**src/rtl/mips_seq_ctrl_if.sv**
```systemverilog
// -----------------------------------------------------------------------------
// mips_seq_ctrl_if
// Memory handshake bundle between the sequencing controller and the
// instruction / data memories.
//   instr      : instruction word from instruction memory (valid with imem_ready)
//   imem_req   : instruction fetch request (controller -> imem)
//   imem_ready : instruction fetch complete (imem -> controller)
//   dmem_req   : data access request (controller -> dmem)
//   dmem_we    : data access direction, 1 = store (controller -> dmem)
//   dmem_ready : data access complete (dmem -> controller)
// -----------------------------------------------------------------------------
interface mips_seq_ctrl_if;
    logic [7:0] instr;
    logic       imem_req;
    logic       imem_ready;
    logic       dmem_req;
    logic       dmem_we;
    logic       dmem_ready;

    modport master (
        output imem_req, dmem_req, dmem_we,
        input  instr, imem_ready, dmem_ready
    );

    modport slave (
        input  imem_req, dmem_req, dmem_we,
        output instr, imem_ready, dmem_ready
    );
endinterface

```
**src/rtl/mips_seq_ctrl.sv**
```systemverilog
// -----------------------------------------------------------------------------
// mips_seq_ctrl
// Multi-cycle sequencing controller for an 8-bit MIPS-like core.
// Walks FETCH -> DECODE -> EXEC -> (MEM) -> (WB) for each instruction and
// produces the datapath control strobes.
//   clk, rst    : rising-edge clock, asynchronous active-high reset
//   bus         : memory handshake bundle (master side)
//   zero        : ALU zero flag, used by beq in EXEC
//   ir          : latched current instruction
//   pc_en       : PC+1 pulse
//   pc_load     : load branch/jump target pulse
//   reg_we      : register-file write pulse
//   lireg       : li half select, 0 = upper half next, 1 = lower half next
//   alu_src, mem_to_reg, m, alu_ctrl : decoded datapath fields
//   instr_done  : retire pulse
//   state       : current FSM state
// -----------------------------------------------------------------------------
module mips_seq_ctrl (
    input  logic                   clk,
    input  logic                   rst,
    mips_seq_ctrl_if.master        bus,
    input  logic                   zero,
    output logic [7:0]             ir,
    output logic                   pc_en,
    output logic                   pc_load,
    output logic                   reg_we,
    output logic                   lireg,
    output logic                   alu_src,
    output logic                   mem_to_reg,
    output logic                   m,
    output logic [1:0]             alu_ctrl,
    output logic                   instr_done,
    output logic [2:0]             state
);

    typedef enum logic [2:0] {
        FETCH  = 3'd0,
        DECODE = 3'd1,
        EXEC   = 3'd2,
        MEM    = 3'd3,
        WB     = 3'd4
    } state_t;

    localparam logic [2:0] OP_LI   = 3'b000;
    localparam logic [2:0] OP_LW   = 3'b001;
    localparam logic [2:0] OP_SW   = 3'b010;
    localparam logic [2:0] OP_BEQ  = 3'b100;
    localparam logic [2:0] OP_J    = 3'b111;

    state_t     state_q, state_d;
    logic [7:0] ir_q, ir_d;
    logic       lireg_q, lireg_d;
    logic       alu_src_q, alu_src_d;
    logic       mem_to_reg_q, mem_to_reg_d;
    logic       m_q, m_d;
    logic [1:0] alu_ctrl_q, alu_ctrl_d;

    logic       imem_req_c;
    logic       dmem_req_c;
    logic       dmem_we_c;
    logic       pc_en_c;
    logic       pc_load_c;
    logic       reg_we_c;
    logic       instr_done_c;
    logic [2:0] op;

    assign op = ir_q[7:5];

    // Returns {alu_src, mem_to_reg, m, alu_ctrl}. li alternates halves:
    // the first li of a pair (lireg=0) uses alu_ctrl=11, the second 00.
    function automatic logic [4:0] decode_fields(input logic [2:0] opc,
                                                 input logic      li_half);
        logic [4:0] f;
        case (opc)
            3'b000:  f = {3'b111, (li_half ? 2'b00 : 2'b11)};
            3'b001:  f = 5'b11000;
            3'b010:  f = 5'b10000;
            3'b011:  f = 5'b10000;
            3'b100:  f = 5'b00001;
            3'b101:  f = 5'b10010;
            default: f = 5'b00000;   // R-type and j
        endcase
        return f;
    endfunction

    always_comb begin
        state_d      = state_q;
        ir_d         = ir_q;
        lireg_d      = lireg_q;
        alu_src_d    = alu_src_q;
        mem_to_reg_d = mem_to_reg_q;
        m_d          = m_q;
        alu_ctrl_d   = alu_ctrl_q;
        imem_req_c   = 1'b0;
        dmem_req_c   = 1'b0;
        dmem_we_c    = 1'b0;
        pc_en_c      = 1'b0;
        pc_load_c    = 1'b0;
        reg_we_c     = 1'b0;
        instr_done_c = 1'b0;

        case (state_q)
            FETCH: begin
                imem_req_c = 1'b1;
                if (bus.imem_ready) begin
                    ir_d    = bus.instr;
                    state_d = DECODE;
                end
            end
            DECODE: begin
                {alu_src_d, mem_to_reg_d, m_d, alu_ctrl_d} = decode_fields(op, lireg_q);
                state_d = EXEC;
            end
            EXEC: begin
                case (op)
                    OP_LW, OP_SW: state_d = MEM;
                    OP_BEQ: begin
                        pc_load_c    = zero;
                        pc_en_c      = ~zero;
                        instr_done_c = 1'b1;
                        lireg_d      = 1'b0;
                        state_d      = FETCH;
                    end
                    OP_J: begin
                        pc_load_c    = 1'b1;
                        instr_done_c = 1'b1;
                        lireg_d      = 1'b0;
                        state_d      = FETCH;
                    end
                    default: state_d = WB;
                endcase
            end
            MEM: begin
                dmem_req_c = 1'b1;
                dmem_we_c  = (op == OP_SW);
                if (bus.dmem_ready) begin
                    if (op == OP_SW) begin
                        pc_en_c      = 1'b1;
                        instr_done_c = 1'b1;
                        lireg_d      = 1'b0;
                        state_d      = FETCH;
                    end else begin
                        state_d = WB;
                    end
                end
            end
            WB: begin
                reg_we_c     = 1'b1;
                pc_en_c      = 1'b1;
                instr_done_c = 1'b1;
                lireg_d      = (op == OP_LI) ? ~lireg_q : 1'b0;
                state_d      = FETCH;
            end
            default: state_d = FETCH;   // unused codes recover to FETCH
        endcase
    end

    always_ff @(posedge clk or posedge rst) begin
        if (rst) begin
            state_q      <= FETCH;
            ir_q         <= 8'h00;
            lireg_q      <= 1'b0;
            alu_src_q    <= 1'b0;
            mem_to_reg_q <= 1'b0;
            m_q          <= 1'b0;
            alu_ctrl_q   <= 2'b00;
        end else begin
            state_q      <= state_d;
            ir_q         <= ir_d;
            lireg_q      <= lireg_d;
            alu_src_q    <= alu_src_d;
            mem_to_reg_q <= mem_to_reg_d;
            m_q          <= m_d;
            alu_ctrl_q   <= alu_ctrl_d;
        end
    end

    // Reset forces state to FETCH, so imem_req alone needs an explicit
    // gate to stay low while rst is held.
    assign bus.imem_req = imem_req_c & ~rst;
    assign bus.dmem_req = dmem_req_c;
    assign bus.dmem_we  = dmem_we_c;
    assign pc_en        = pc_en_c;
    assign pc_load      = pc_load_c;
    assign reg_we       = reg_we_c;
    assign instr_done   = instr_done_c;
    assign ir           = ir_q;
    assign lireg        = lireg_q;
    assign alu_src      = alu_src_q;
    assign mem_to_reg   = mem_to_reg_q;
    assign m            = m_q;
    assign alu_ctrl     = alu_ctrl_q;
    assign state        = state_q;

endmodule

```
**src/flat_wrapper.sv**
```systemverilog
// flat-port wrapper written by rule: the top's interface ports become plain ports
module mips_seq_ctrl_flat 
  (clk, rst, zero, ir, pc_en, pc_load, reg_we, lireg, alu_src, mem_to_reg, m, alu_ctrl, instr_done, state, bus_imem_req, bus_dmem_req, bus_dmem_we, bus_instr, bus_imem_ready, bus_dmem_ready);
  mips_seq_ctrl_if bus_i ();
  input  logic clk;
  input  logic rst;
  input  logic zero;
  output logic [7:0] ir;
  output logic pc_en;
  output logic pc_load;
  output logic reg_we;
  output logic lireg;
  output logic alu_src;
  output logic mem_to_reg;
  output logic m;
  output logic [1:0] alu_ctrl;
  output logic instr_done;
  output logic [2:0] state;
  output wire logic [$bits(bus_i.imem_req)-1:0] bus_imem_req;
  output wire logic [$bits(bus_i.dmem_req)-1:0] bus_dmem_req;
  output wire logic [$bits(bus_i.dmem_we)-1:0] bus_dmem_we;
  input wire logic [$bits(bus_i.instr)-1:0] bus_instr;
  input wire logic [$bits(bus_i.imem_ready)-1:0] bus_imem_ready;
  input wire logic [$bits(bus_i.dmem_ready)-1:0] bus_dmem_ready;
  assign bus_imem_req = bus_i.imem_req;
  assign bus_dmem_req = bus_i.dmem_req;
  assign bus_dmem_we = bus_i.dmem_we;
  assign bus_i.instr = bus_instr;
  assign bus_i.imem_ready = bus_imem_ready;
  assign bus_i.dmem_ready = bus_dmem_ready;
  mips_seq_ctrl u_core (.clk(clk), .rst(rst), .bus(bus_i), .zero(zero), .ir(ir), .pc_en(pc_en), .pc_load(pc_load), .reg_we(reg_we), .lireg(lireg), .alu_src(alu_src), .mem_to_reg(mem_to_reg), .m(m), .alu_ctrl(alu_ctrl), .instr_done(instr_done), .state(state));
endmodule
```
**config.mk**
```make
export PLATFORM = sky130hd
export DESIGN_NAME = mips_seq_ctrl_flat
export DESIGN_NICKNAME = d
export VERILOG_FILES = /design/src/rtl/mips_seq_ctrl_if.sv /design/src/rtl/mips_seq_ctrl.sv /design/src/flat_wrapper.sv
export SDC_FILE = /design/constraint.sdc
export NUM_CORES = 1
export LEC_CHECK = 0
export ABC_AREA = 1
export CORE_MARGIN = 10
export CORE_UTILIZATION = 44
export DETAILED_ROUTE_END_ITERATION = 10
export PLACE_DENSITY = 0.86
export RECOVER_POWER = 50
export SKIP_CTS_REPAIR_TIMING = 1
export SYNTH_ARGS = -nofsm -noshare
export SYNTH_HDL_FRONTEND = slang
export SYNTH_SLANG_ARGS = --single-unit
```
**constraint.sdc**
```tcl
create_clock -name clk -period 3.7 [get_ports clk]
set_input_delay 1.11 -clock clk [delete_from_list [all_inputs] [get_ports clk]]
set_output_delay 1.11 -clock clk [all_outputs]
set_load 0.02 [all_outputs]
```
Word level (Yosys, flattened, before mapping)
Index checks and enable logic that the tools add are counted.
Widths: inputs -> output; s select.
{"block": "op_classes", "add_sub_neg": 0, "multipliers": 0, "div": 0, "order_cmp": 0, "n_eq_ne": 14, "n_shift": 0, "n_mux": 24, "n_bitwise": 4, "reduce_logical": 9}
{"operator": "$pmux 5 s5", "count": 1}
{"operator": "$mux 1", "count": 13}
{"operator": "$eq 3x2->1 const B", "count": 4}
{"operator": "$eq 3x3->1 const B", "count": 4}
{"operator": "$pmux 3 s4", "count": 1}
{"operator": "$mux 3", "count": 3}
{"operator": "$pmux 1 s3", "count": 3}
{"operator": "$eq 3x1->1 const B", "count": 2}
{"operator": "$logic_not 3->1", "count": 2}
{"operator": "$ne 2x2->1 const B", "count": 3}
{"operator": "$pmux 3 s2", "count": 1}
{"operator": "$reduce_or 2->1", "count": 3}
{"operator": "$reduce_and 2->1", "count": 2}
{"operator": "$reduce_and 4->1", "count": 1}
{"operator": "$not 1->1", "count": 3}
{"operator": "$reduce_bool 3->1", "count": 1}
{"operator": "$mux 2", "count": 1}
{"operator": "$ne 2x1->1 const B", "count": 1}
{"operator": "$pmux 1 s2", "count": 1}
{"operator": "$and 1x1->1", "count": 1}
{"block": "word_totals", "ff_bits": 17, "latch_bits": 0, "ram_bits": 0, "rom_bits": 0, "output_inout_bits": 24, "wordCells": 58, "mem_count": 0}

Logic depth before layout (Yosys ltp)
Gate-level depths: netlist of the first run.
{"block": "depth", "depth_word": 4, "mapped_depth": 7, "mapped_depth_nobuf": 6}

Worst setup path after synthesis of the first run
OpenSTA, ideal clock, no wires.
{"block": "synth_path", "path_kind": "input to output", "from": "input zero", "to": "output pc_en", "t_arrival_ns": 1.534, "required_ns": 2.590, "setup_slack_ns": 1.056, "path_stages": 3, "path_cell_list": "inv_1 nand2_1 o21ai_1"}
{"block": "synth_via", "elab_chain_cells": 3}
{"element": "start: declaration", "line": "flat_wrapper.sv:7", "source": "input logic zero;"}
{"element": "$not 1->1", "line": "mips_seq_ctrl.sv:119", "source": "pc_en_c = ~zero;"}
{"element": "$mux 1", "line": "mips_seq_ctrl.sv:115", "source": "case (op)"}
{"element": "$pmux 1 s3", "line": "mips_seq_ctrl.sv:102", "source": "case (state_q)"}
{"element": "end: declaration", "line": "flat_wrapper.sv:9", "source": "output logic pc_en;"}
Every way passes these cells.

Worst setup path after layout of the first run
{"block": "layout_path", "from": "input bus_dmem_ready", "to": "output pc_en"}
{"block": "layout_via", "elab_chain_cells": 2}
{"element": "start: declaration", "line": "flat_wrapper.sv:24", "source": "input wire logic [$bits(bus_i.dmem_ready)-1:0] bus_dmem_ready;"}
{"element": "$mux 1", "line": "mips_seq_ctrl.sv:136", "source": "if (bus.dmem_ready) begin"}
{"element": "$pmux 1 s3", "line": "mips_seq_ctrl.sv:102"}
Every way passes these cells.

==> impl_metrics.py, run 1 <==
metrics = {
    "die": {
        "die_h_um": 64.7,
        "start_util_pct": 45.8,
        "rows": 16,
        "die_area_um2": 4190,
        "design.core.area_um2": 1920,
        "pin_count": 37,
        "die_width_um": 64.7,
    },
    "place": {
        "place_congestion": 0.794,
        "place_area_um2": 1250,
        "io_buffers": 36,
        "dp_hpwl_um": 1960,
    },
    "global_routing": {
        "grt.overflow.total": 0,
        "grt_max_degree": 18,
        "grt_pass1_wl_um": 3750,
        "antenna_found_initial": 0,
        "grtUsageTotal_pct": 11.0,
        "grt_pass1_vias": 828,
    },
    "synth": {
        "netlist_instances": 109,
        "yosys_warnings": 0,
        "synth_top_family_by_area": "simple AND/OR/NAND/NOR gates",
        "synthXorXnorAreaFrac_pct": 0,
        "post-synth-top-count-cell": "nand2_1",
        "synthAdderAreaFrac_pct": 0,
        "synth_common_cells": "nand2_1 (33), dfrtp_1 (17), nand3_1 (14)",
        "synth_cell_type_count": 22,
        "synth_area_leaders": "dfrtp_1 (48%), nand2_1 (14%), nand3_1 (8.0%), inv_1 (3.8%), nor2_2 (3.6%)",
        "synthMuxAreaShare_pct": 0,
        "ys_ff_latch": 17,
        "synth-main-ff-cell": "dfrtp_1",
        "async_reset_ff_share_pct": 100,
        "synthesis.nets": 122,
        "yosysTopAreaCellShare_pct": 48.4,
        "yosysTopAreaCell": "dfrtp_1",
        "yosys.area_share.simple_pct": 32.9,
        "syn_area_um2": 880,
        "synth_seq_area_share_pct": 48.4,
        "synth_edf_count": 0,
        "avgSynthCellArea_um2": 8.07,
        "synth_compound_area_share_pct": 10.5,
    },
    "pwr": {
        "p_clk_share_pct": 8.9,
        "peakVddDrop_mv": 0.475,
        "p_per_area_nw_per_um2": 882,
        "leakage_nw": 0.590,
        "internal_power_mw": 0.589,
        "switching_power_mw": 0.527,
        "netSwitchingFraction_pct": 47.2,
        "p_comb_share_pct": 60.0,
        "p_seq_share_pct": 31.1,
    },
    "sta": {
        "layout_min_cycle_time_ns": 3.54,
        "hold_violations": 0,
        "min_period_over_period_pct": 95.6,
        "final-setup-viol-count": 0,
        "rsz0062_at_grt": "no",
        "tns_ns": 0,
        "slew_headroom_pct": 58.1,
        "tightest_slew_ns": 0.628,
        "whs_ns": 0.479,
        "skew_ns": 0.00798,
        "fmax_ghz": 0.283,
        "maxSlewViolCount": 0,
    },
    "clocking": {
        "cts_tree": "built",
        "clock-sinks": 17,
        "h-tree-depth": 1,
        "path_clk_slew_ns": 0.09,
        "clk_latency_ns": 0.29,
        "cts-root-buf": "clkbuf_4",
        "cts.path.max_buffers": 2,
        "cts_buffers": 3,
    },
    "final_layout": {
        "n_antenna_cell": 0,
        "nNetsFinal": 160,
        "design_area_um2": 1260,
        "area_delta_synth_final_pct": 43.8,
        "fillers": 182,
        "largest_reg_flops": 8,
        "drive_above_1_share_pct": 11.0,
    },
    "setup_path": {
        "crit_type": "primary input to primary output",
        "critPathArrivalTime_ns": 2.43,
        "cp_data_required_time_ns": 2.59,
        "critPathCaptureType": "primary output",
        "cp_max_fo": 3,
        "critPathLaunchType": "primary input",
    },
    "detailed_routing": {
        "via_per_inst": 4.99,
        "wl_um": 2370,
        "drc": 0,
        "drtAntennaViolNets": 0,
        "drt_pass1_iterations": 4,
        "vias": 864,
        "drt_iter0_drc": 27,
        "wl_per_cell_um": 13.7,
    },
    "run_status": {
        "status": "finished clean",
    },
    "min_path": {
        "hold_class": "flop to flop",
    },
    "job": {
        "max_cap_viol_count": 0,
    },
}
## critical path, stage by stage
cell and delay, ns:
clkdlybuf4s50_1 0.50, a21oi_1 0.10, o21ai_1 0.09, clkdlybuf4s50_1 0.62
## stage by stage
stage | setup WS (ns) | std cells | total power [mW] | util, %
final | 0.163 | 173 | 1.12 | 65.8
after global routing | 0.0568 | 173 | 1.20 | 65.8
after CTS | 0.145 | 173 | 1.14 | 66.5
after detailed placement | 0.147 | 169 | 1.04 | 65.2
after global placement | 0.182 | 169 | 1.02 | 65.2
after floorplan | 1.06 | 109 | 0.759 | -
## cell type report
cell class | instances | area (µm²) | share of cell area [%]
Sequential cell | 17 | 425 | 33.6
Multi-Input combinational cell | 76 | 368 | 29.1
Timing Repair Buffer | 36 | 360 | 28.5
Inverter | 13 | 51.3 | 4.06
Tap cell | 27 | 33.8 | 2.67
Clock buffer | 4 | 26.3 | 2.08
## worst paths after layout
check,from,end,cells after the start,slack (ns)
min in group asynchronous,rst,u_core.ir[0],2,1.35
max in group asynchronous,rst,u_core.ir[7],2,1.94
worst min register to register,u_core.m,u_core.m,2,0.48
worst min-delay path,u_core.m,u_core.m,2,0.48
worst max register to register,u_core.state[0],u_core.mem_to_reg,5,2.20
worst max-delay path,bus_dmem_ready,pc_en,4,0.16
## layer usage
layer,part of all wire [%],GRT usage [%],vias to the layer above
met5,0,0,-
met4,1.7,5.08,0
met3,11,6.19,4
met2,48,19.0,35
met1,39,10.4,400
li1,-,-,425
## cells by family after synthesis
group | after synthesis
simple gates | 62
buf+inv | 16
flops | 17
compound gates | 14
## power groups by stage
stage	combinational [mW]	clock, mW	sequential (mW)
floorplan	0.326	0	0.433
global placement	0.668	0	0.350
detailed placement	0.689	0	0.354
CTS	0.694	0.0996	0.351
global route	0.732	0.109	0.360
finish	0.670	0.0994	0.346
## cell usage in the layout, fill, tap and decap left out, drive strengths merged
| master | instances |
|---|---|
| dfrtp | 17 |
| o21ai | 5 |
| dlygate4sd3 | 2 |
| nor2 | 10 |
| nand3 | 14 |
| o31ai | 1 |
| nor3 | 2 |
| a31oi | 1 |
| a21oi | 6 |
| o21a | 1 |
| clkbuf | 4 |
| nand2 | 35 |
| nand4 | 1 |
| clkdlybuf4s50 | 34 |
| inv | 13 |
No activity file was read; power rests on OpenSTA's default activity.
==> inputs of run 2 (changes only) <==
--- a/config.mk
+++ b/config.mk
@@ -7,9 +7,9 @@
 export LEC_CHECK = 0
 export ABC_AREA = 1
 export CORE_MARGIN = 10
-export CORE_UTILIZATION = 44
+export CORE_UTILIZATION = 41
 export DETAILED_ROUTE_END_ITERATION = 10
-export PLACE_DENSITY = 0.86
+export PLACE_DENSITY = 0.82
 export RECOVER_POWER = 50
 export SKIP_CTS_REPAIR_TIMING = 1
 export SYNTH_ARGS = -nofsm -noshare
==> constraint.sdc (replaced) <==
create_clock -name clk -period 3.6 [get_ports clk]
set_input_delay 1.08 -clock clk [delete_from_list [all_inputs] [get_ports clk]]
set_output_delay 1.08 -clock clk [all_outputs]
set_load 0.02 [all_outputs]
==> impl_metrics.py, run 2 (synthesis gave the netlist of run 1 again) <==
metrics = {
    "run_status": {
        "status": "finished clean",
    },
    "global_routing": {
        "grt_pass1_wl_um": 3480,
        "grt.overflow.total": 0,
        "antenna_found_initial": 0,
        "grt_max_degree": 18,
        "grtUsageTotal_pct": 9.95,
        "grt_pass1_vias": 813,
    },
    "pwr": {
        "p_per_area_nw_per_um2": 898,
        "p_seq_share_pct": 31.4,
        "netSwitchingFraction_pct": 46.9,
        "p_total_mw": 1.13,
        "switching_power_mw": 0.531,
        "internal_power_mw": 0.602,
        "p_clk_share_pct": 9.1,
        "leakage_nw": 0.591,
        "p_comb_share_pct": 59.5,
        "peakVddDrop_mv": 0.502,
    },
    "die": {
        "die_area_um2": 4400,
        "rows": 16,
        "die_width_um": 66.3,
        "start_util_pct": 43.9,
        "pin_count": 37,
        "die_h_um": 66.3,
        "design.core.area_um2": 2000,
    },
    "clocking": {
        "clock-sinks": 17,
        "cts.path.max_buffers": 2,
        "path_clk_slew_ns": 0.10,
        "cts_tree": "built",
        "clk_latency_ns": 0.29,
        "h-tree-depth": 1,
        "cts-root-buf": "clkbuf_4",
        "cts_buffers": 3,
    },
    "final_layout": {
        "nNetsFinal": 160,
        "mostFrequentLayoutCells": "nand2_1 (34), clkdlybuf4s50_1 (34), dfrtp_1 (17), nand3_1 (14), inv_1 (10)",
        "n_antenna_cell": 0,
        "design_area_um2": 1260,
        "postLayoutCoreUtil_pct": 63.0,
        "final_cells": 173,
        "drive_above_1_share_pct": 11.0,
        "area_delta_synth_final_pct": 43.4,
        "largest_reg_flops": 8,
    },
    "setup_path": {
        "cp_common_cell": "clkdlybuf4s50_1",
        "cpPeakStageDelay_ns": 0.61,
        "path_delay_family": "buffers and inverters",
        "worstReg2RegStart": "u_core.state[0]",
        "slowest_stage": "clkdlybuf4s50_1",
        "critPathBufInv": 2,
        "cp_max_fo": 3,
        "rr_endpoint": "u_core.mem_to_reg",
        "crit_chain": "clkdlybuf4s50_1, a21oi_1, o21ai_1, clkdlybuf4s50_1",
        "critPathLaunchType": "primary input",
        "cp_data_required_time_ns": 2.52,
        "critPathArrivalTime_ns": 2.38,
        "critPathCaptureType": "primary output",
        "r2r_slack_ns": 2.06,
        "crit_type": "primary input to primary output",
        "r2r.worst_path.cells": 4,
    },
    "sta": {
        "tightest_slew_ns": 0.642,
        "hold_violations": 0,
        "layout_min_cycle_time_ns": 3.46,
        "tns_ns": 0,
        "min_period_over_period_pct": 96.2,
        "skew_ns": 0.00141,
        "final-setup-viol-count": 0,
        "maxSlewViolCount": 0,
        "slew_headroom_pct": 57.1,
        "fmax_ghz": 0.289,
        "rsz0062_at_grt": "no",
    },
    "detailed_routing": {
        "drt_pass1_iterations": 4,
        "drt_iter0_drc": 33,
        "wl_um": 2190,
        "via_per_inst": 4.84,
        "vias": 837,
        "wl_per_cell_um": 12.7,
        "drc": 0,
        "drtAntennaViolNets": 0,
    },
    "min_path": {
        "hold_end": "u_core.m",
        "min_delay_path_depth": 2,
        "hold_path.startpoint": "u_core.m",
        "hold_class": "flop to flop",
    },
    "place": {
        "placed_cells": 169,
        "place_area_um2": 1250,
        "dp_hpwl_um": 1820,
        "io_buffers": 36,
        "place_congestion": 0.804,
    },
    "job": {
        "max_cap_viol_count": 0,
    },
}
[run 2: changes by cell type in the layout (fill, tap and decap cells not counted)]
cell / delta
clkbuf_1: -1
clkinv_2: +1
o31ai_1: +1
o31ai_2: -1
[run 2: power by group through the flow]
stage | Clock [mW] | Sequential [mW] | Combinational, mW
3_3_place_gp | 0 | 0.361 | 0.691
3_5_place_dp | 0 | 0.364 | 0.698
4_1_cts | 0.103 | 0.361 | 0.700
5_1_grt | 0.113 | 0.366 | 0.738
2_1_floorplan | 0 | 0.445 | 0.335
6_report | 0.103 | 0.355 | 0.673
[run 2: stage by stage]
| stage | hold WS [ns] | worst slack (ns) |
|---|---|---|
| after global routing | 0.516 | 0.0830 |
| after global placement | 0.452 | 0.173 |
| after floorplan | 0.579 | 1.02 |
| after detailed placement | 0.457 | 0.124 |
| after CTS | 0.481 | 0.119 |
| final | 0.482 | 0.135 |
[run 2: worst register-to-register path, stage by stage (launching register included)]
cell     delay, ns
dfrtp_1       0.45
inv_1         0.07
nor3_1        0.43
inv_1         0.26
o31ai_1       0.24
[run 2: area by class of cell]
type / instances / area, µm²
Timing Repair Buffer: 36 / 360
Clock inverter: 1 / 5.00
Fill cell: 187 / 741
Inverter: 13 / 51.3
Clock buffer: 3 / 22.5
Sequential cell: 17 / 425
Multi-Input combinational cell: 76 / 363
Tap cell: 27 / 33.8
[run 2: per-layer routing]
metal	vias up	global-route usage [%]	wire length, µm
met5	-	0	0
met4	0	3.93	30
met3	5	5.93	329
met2	48	15.9	948
met1	362	10.4	885
li1	422	-	-
[run 2: how the worst max path moves through the flow]
stage,from,endpoint,slack [ns],depth (start not counted)
after global routing,bus_dmem_ready,pc_en,0.08,4
after detailed placement,bus_dmem_ready,pc_en,0.12,4
final,bus_dmem_ready,pc_en,0.14,4
after global placement,bus_dmem_ready,pc_en,0.17,4
after CTS,bus_dmem_ready,pc_en,0.12,4
after floorplan,zero,pc_en,1.02,3
==> inputs of run 3 (changes only) <==
--- a/config.mk
+++ b/config.mk
@@ -7,9 +7,9 @@
 export LEC_CHECK = 0
 export ABC_AREA = 1
 export CORE_MARGIN = 10
-export CORE_UTILIZATION = 41
+export CORE_UTILIZATION = 35
 export DETAILED_ROUTE_END_ITERATION = 10
-export PLACE_DENSITY = 0.82
+export PLACE_DENSITY = 0.72
 export RECOVER_POWER = 50
 export SKIP_CTS_REPAIR_TIMING = 1
 export SYNTH_ARGS = -nofsm -noshare
==> impl_metrics.py, run 3 (synthesis gave the netlist of run 1 again) <==
metrics = {
    "min_path": {
        "hold_end": "u_core.ir[3]",
        "hold_class": "flop to flop",
        "hold_path.startpoint": "u_core.ir[3]",
        "min_delay_path_depth": 2,
    },
    "die": {
        "start_util_pct": 36.2,
        "rows": 18,
        "die_area_um2": 4920,
        "die_h_um": 70.1,
        "design.core.area_um2": 2430,
        "pin_count": 37,
        "die_width_um": 70.1,
    },
    "place": {
        "dp_hpwl_um": 1940,
        "place_congestion": 0.873,
        "io_buffers": 36,
        "pre_cts_ws_ns": 0.122,
    },
    "sta": {
        "maxSlewViolCount": 0,
        "tightest_slew_ns": 0.638,
        "fin_ws_ns": 0.128,
        "slew_headroom_pct": 57.4,
        "tns_ns": 0,
        "skew_ns": 0.00128,
        "hold_violations": 0,
        "final-setup-viol-count": 0,
        "rsz0062_at_grt": "no",
        "fmax_ghz": 0.288,
        "min_period_over_period_pct": 96.4,
        "layout_min_cycle_time_ns": 3.47,
    },
    "detailed_routing": {
        "wl_per_cell_um": 13.1,
        "drt_pass1_iterations": 4,
        "drt_iter0_drc": 32,
        "wl_um": 2310,
        "via_per_inst": 4.79,
        "drc": 0,
        "vias": 843,
        "drtAntennaViolNets": 0,
    },
    "clocking": {
        "h-tree-depth": 1,
        "clock-sinks": 17,
        "cts-root-buf": "clkbuf_4",
        "cts_tree": "built",
        "clk_latency_ns": 0.28,
        "cts.path.max_buffers": 2,
        "path_clk_slew_ns": 0.09,
        "cts_buffers": 3,
    },
    "setup_path": {
        "cp_data_required_time_ns": 2.52,
        "rr_endpoint": "u_core.mem_to_reg",
        "slowest_stage": "clkdlybuf4s50_1",
        "cpPeakStageDelay_ns": 0.62,
        "r2r_slack_ns": 2.05,
        "cp_common_cell": "clkdlybuf4s50_1",
        "cp_max_fo": 3,
        "worstReg2RegStart": "u_core.state[0]",
        "critPathArrivalTime_ns": 2.39,
        "crit_chain": "clkdlybuf4s50_1, a21oi_1, o21ai_1, clkdlybuf4s50_1",
        "crit_type": "primary input to primary output",
        "r2r.worst_path.cells": 4,
        "critPathLaunchType": "primary input",
        "critPathCaptureType": "primary output",
    },
    "global_routing": {
        "grt_max_degree": 18,
        "grt.overflow.total": 0,
        "grt_pass1_wl_um": 3940,
        "grtUsageTotal_pct": 9.52,
        "grt_pass1_vias": 868,
        "antenna_found_initial": 0,
    },
    "pwr": {
        "peakVddDrop_mv": 0.436,
        "p_per_area_nw_per_um2": 893,
        "leakage_nw": 0.588,
    },
    "final_layout": {
        "n_antenna_cell": 0,
        "postLayoutCoreUtil_pct": 52.0,
        "mostFrequentLayoutCells": "nand2_1 (34), clkdlybuf4s50_1 (34), dfrtp_1 (17), nand3_1 (14), inv_1 (10)",
        "drive_above_1_share_pct": 10.3,
        "largest_reg_flops": 8,
        "area_delta_synth_final_pct": 43.7,
        "nNetsFinal": 160,
    },
    "run_status": {
        "status": "finished clean",
    },
    "job": {
        "max_cap_viol_count": 0,
    },
}
-- run 3: changes by cell type in the layout (fill, tap and decap cells not counted), sizes merged --
cell	before	now
clkbuf	3	4
clkinv	1	0
-- run 3: final cells by class --
class                   count  area, µm²
inverters                  13       51.3
multi-input cells          76        363
fillers                   253       1170
flip-flops and latches     17        425
repair buffers             36        360
clock buffers               4       26.3
well taps                  30       37.5
-- run 3: worst max path at each step --
stage | from | endpoint | slack [ns] | cells after the start
2_1_floorplan | zero | pc_en | 1.02 | 3
3_3_place_gp | bus_dmem_ready | pc_en | 0.17 | 4
3_5_place_dp | bus_dmem_ready | pc_en | 0.12 | 4
4_1_cts | bus_dmem_ready | pc_en | 0.12 | 4
5_1_grt | bus_dmem_ready | pc_en | 0.08 | 4
6_report | bus_dmem_ready | pc_en | 0.13 | 4
-- run 3: per-layer routing --
layer | part of all wire, % | GRT usage, %
met1 | 42 | 10.6
met3 | 6.4 | 2.68
met5 | 0 | 0
met2 | 49 | 15.6
met4 | 2.0 | 5.92
-- run 3: where the power goes --
part           total, mW  switching, mW  leakage (nW)  internal [mW]
registers          0.353         0.0798         0.212          0.273
clock network     0.0987         0.0557        0.0150         0.0430
logic              0.677          0.389         0.361          0.287
-- run 3: worst max-delay path: cells and delay by family --
kind,cells,cell delay [ns]
buffers and inverters,2,1.14
AOI/OAI and AO/OA,2,0.18
-- run 3: per-stage QoR --
stage               hold slack [ns]  cell area, µm²  std cells  power (mW)
floorplan                     0.579             880        109       0.780
global placement              0.457            1260        172        1.05
detailed placement            0.466            1260        172        1.07
CTS                           0.489            1280        176        1.17
global route                  0.516            1260        176        1.23
finish                        0.484            1260        176        1.13
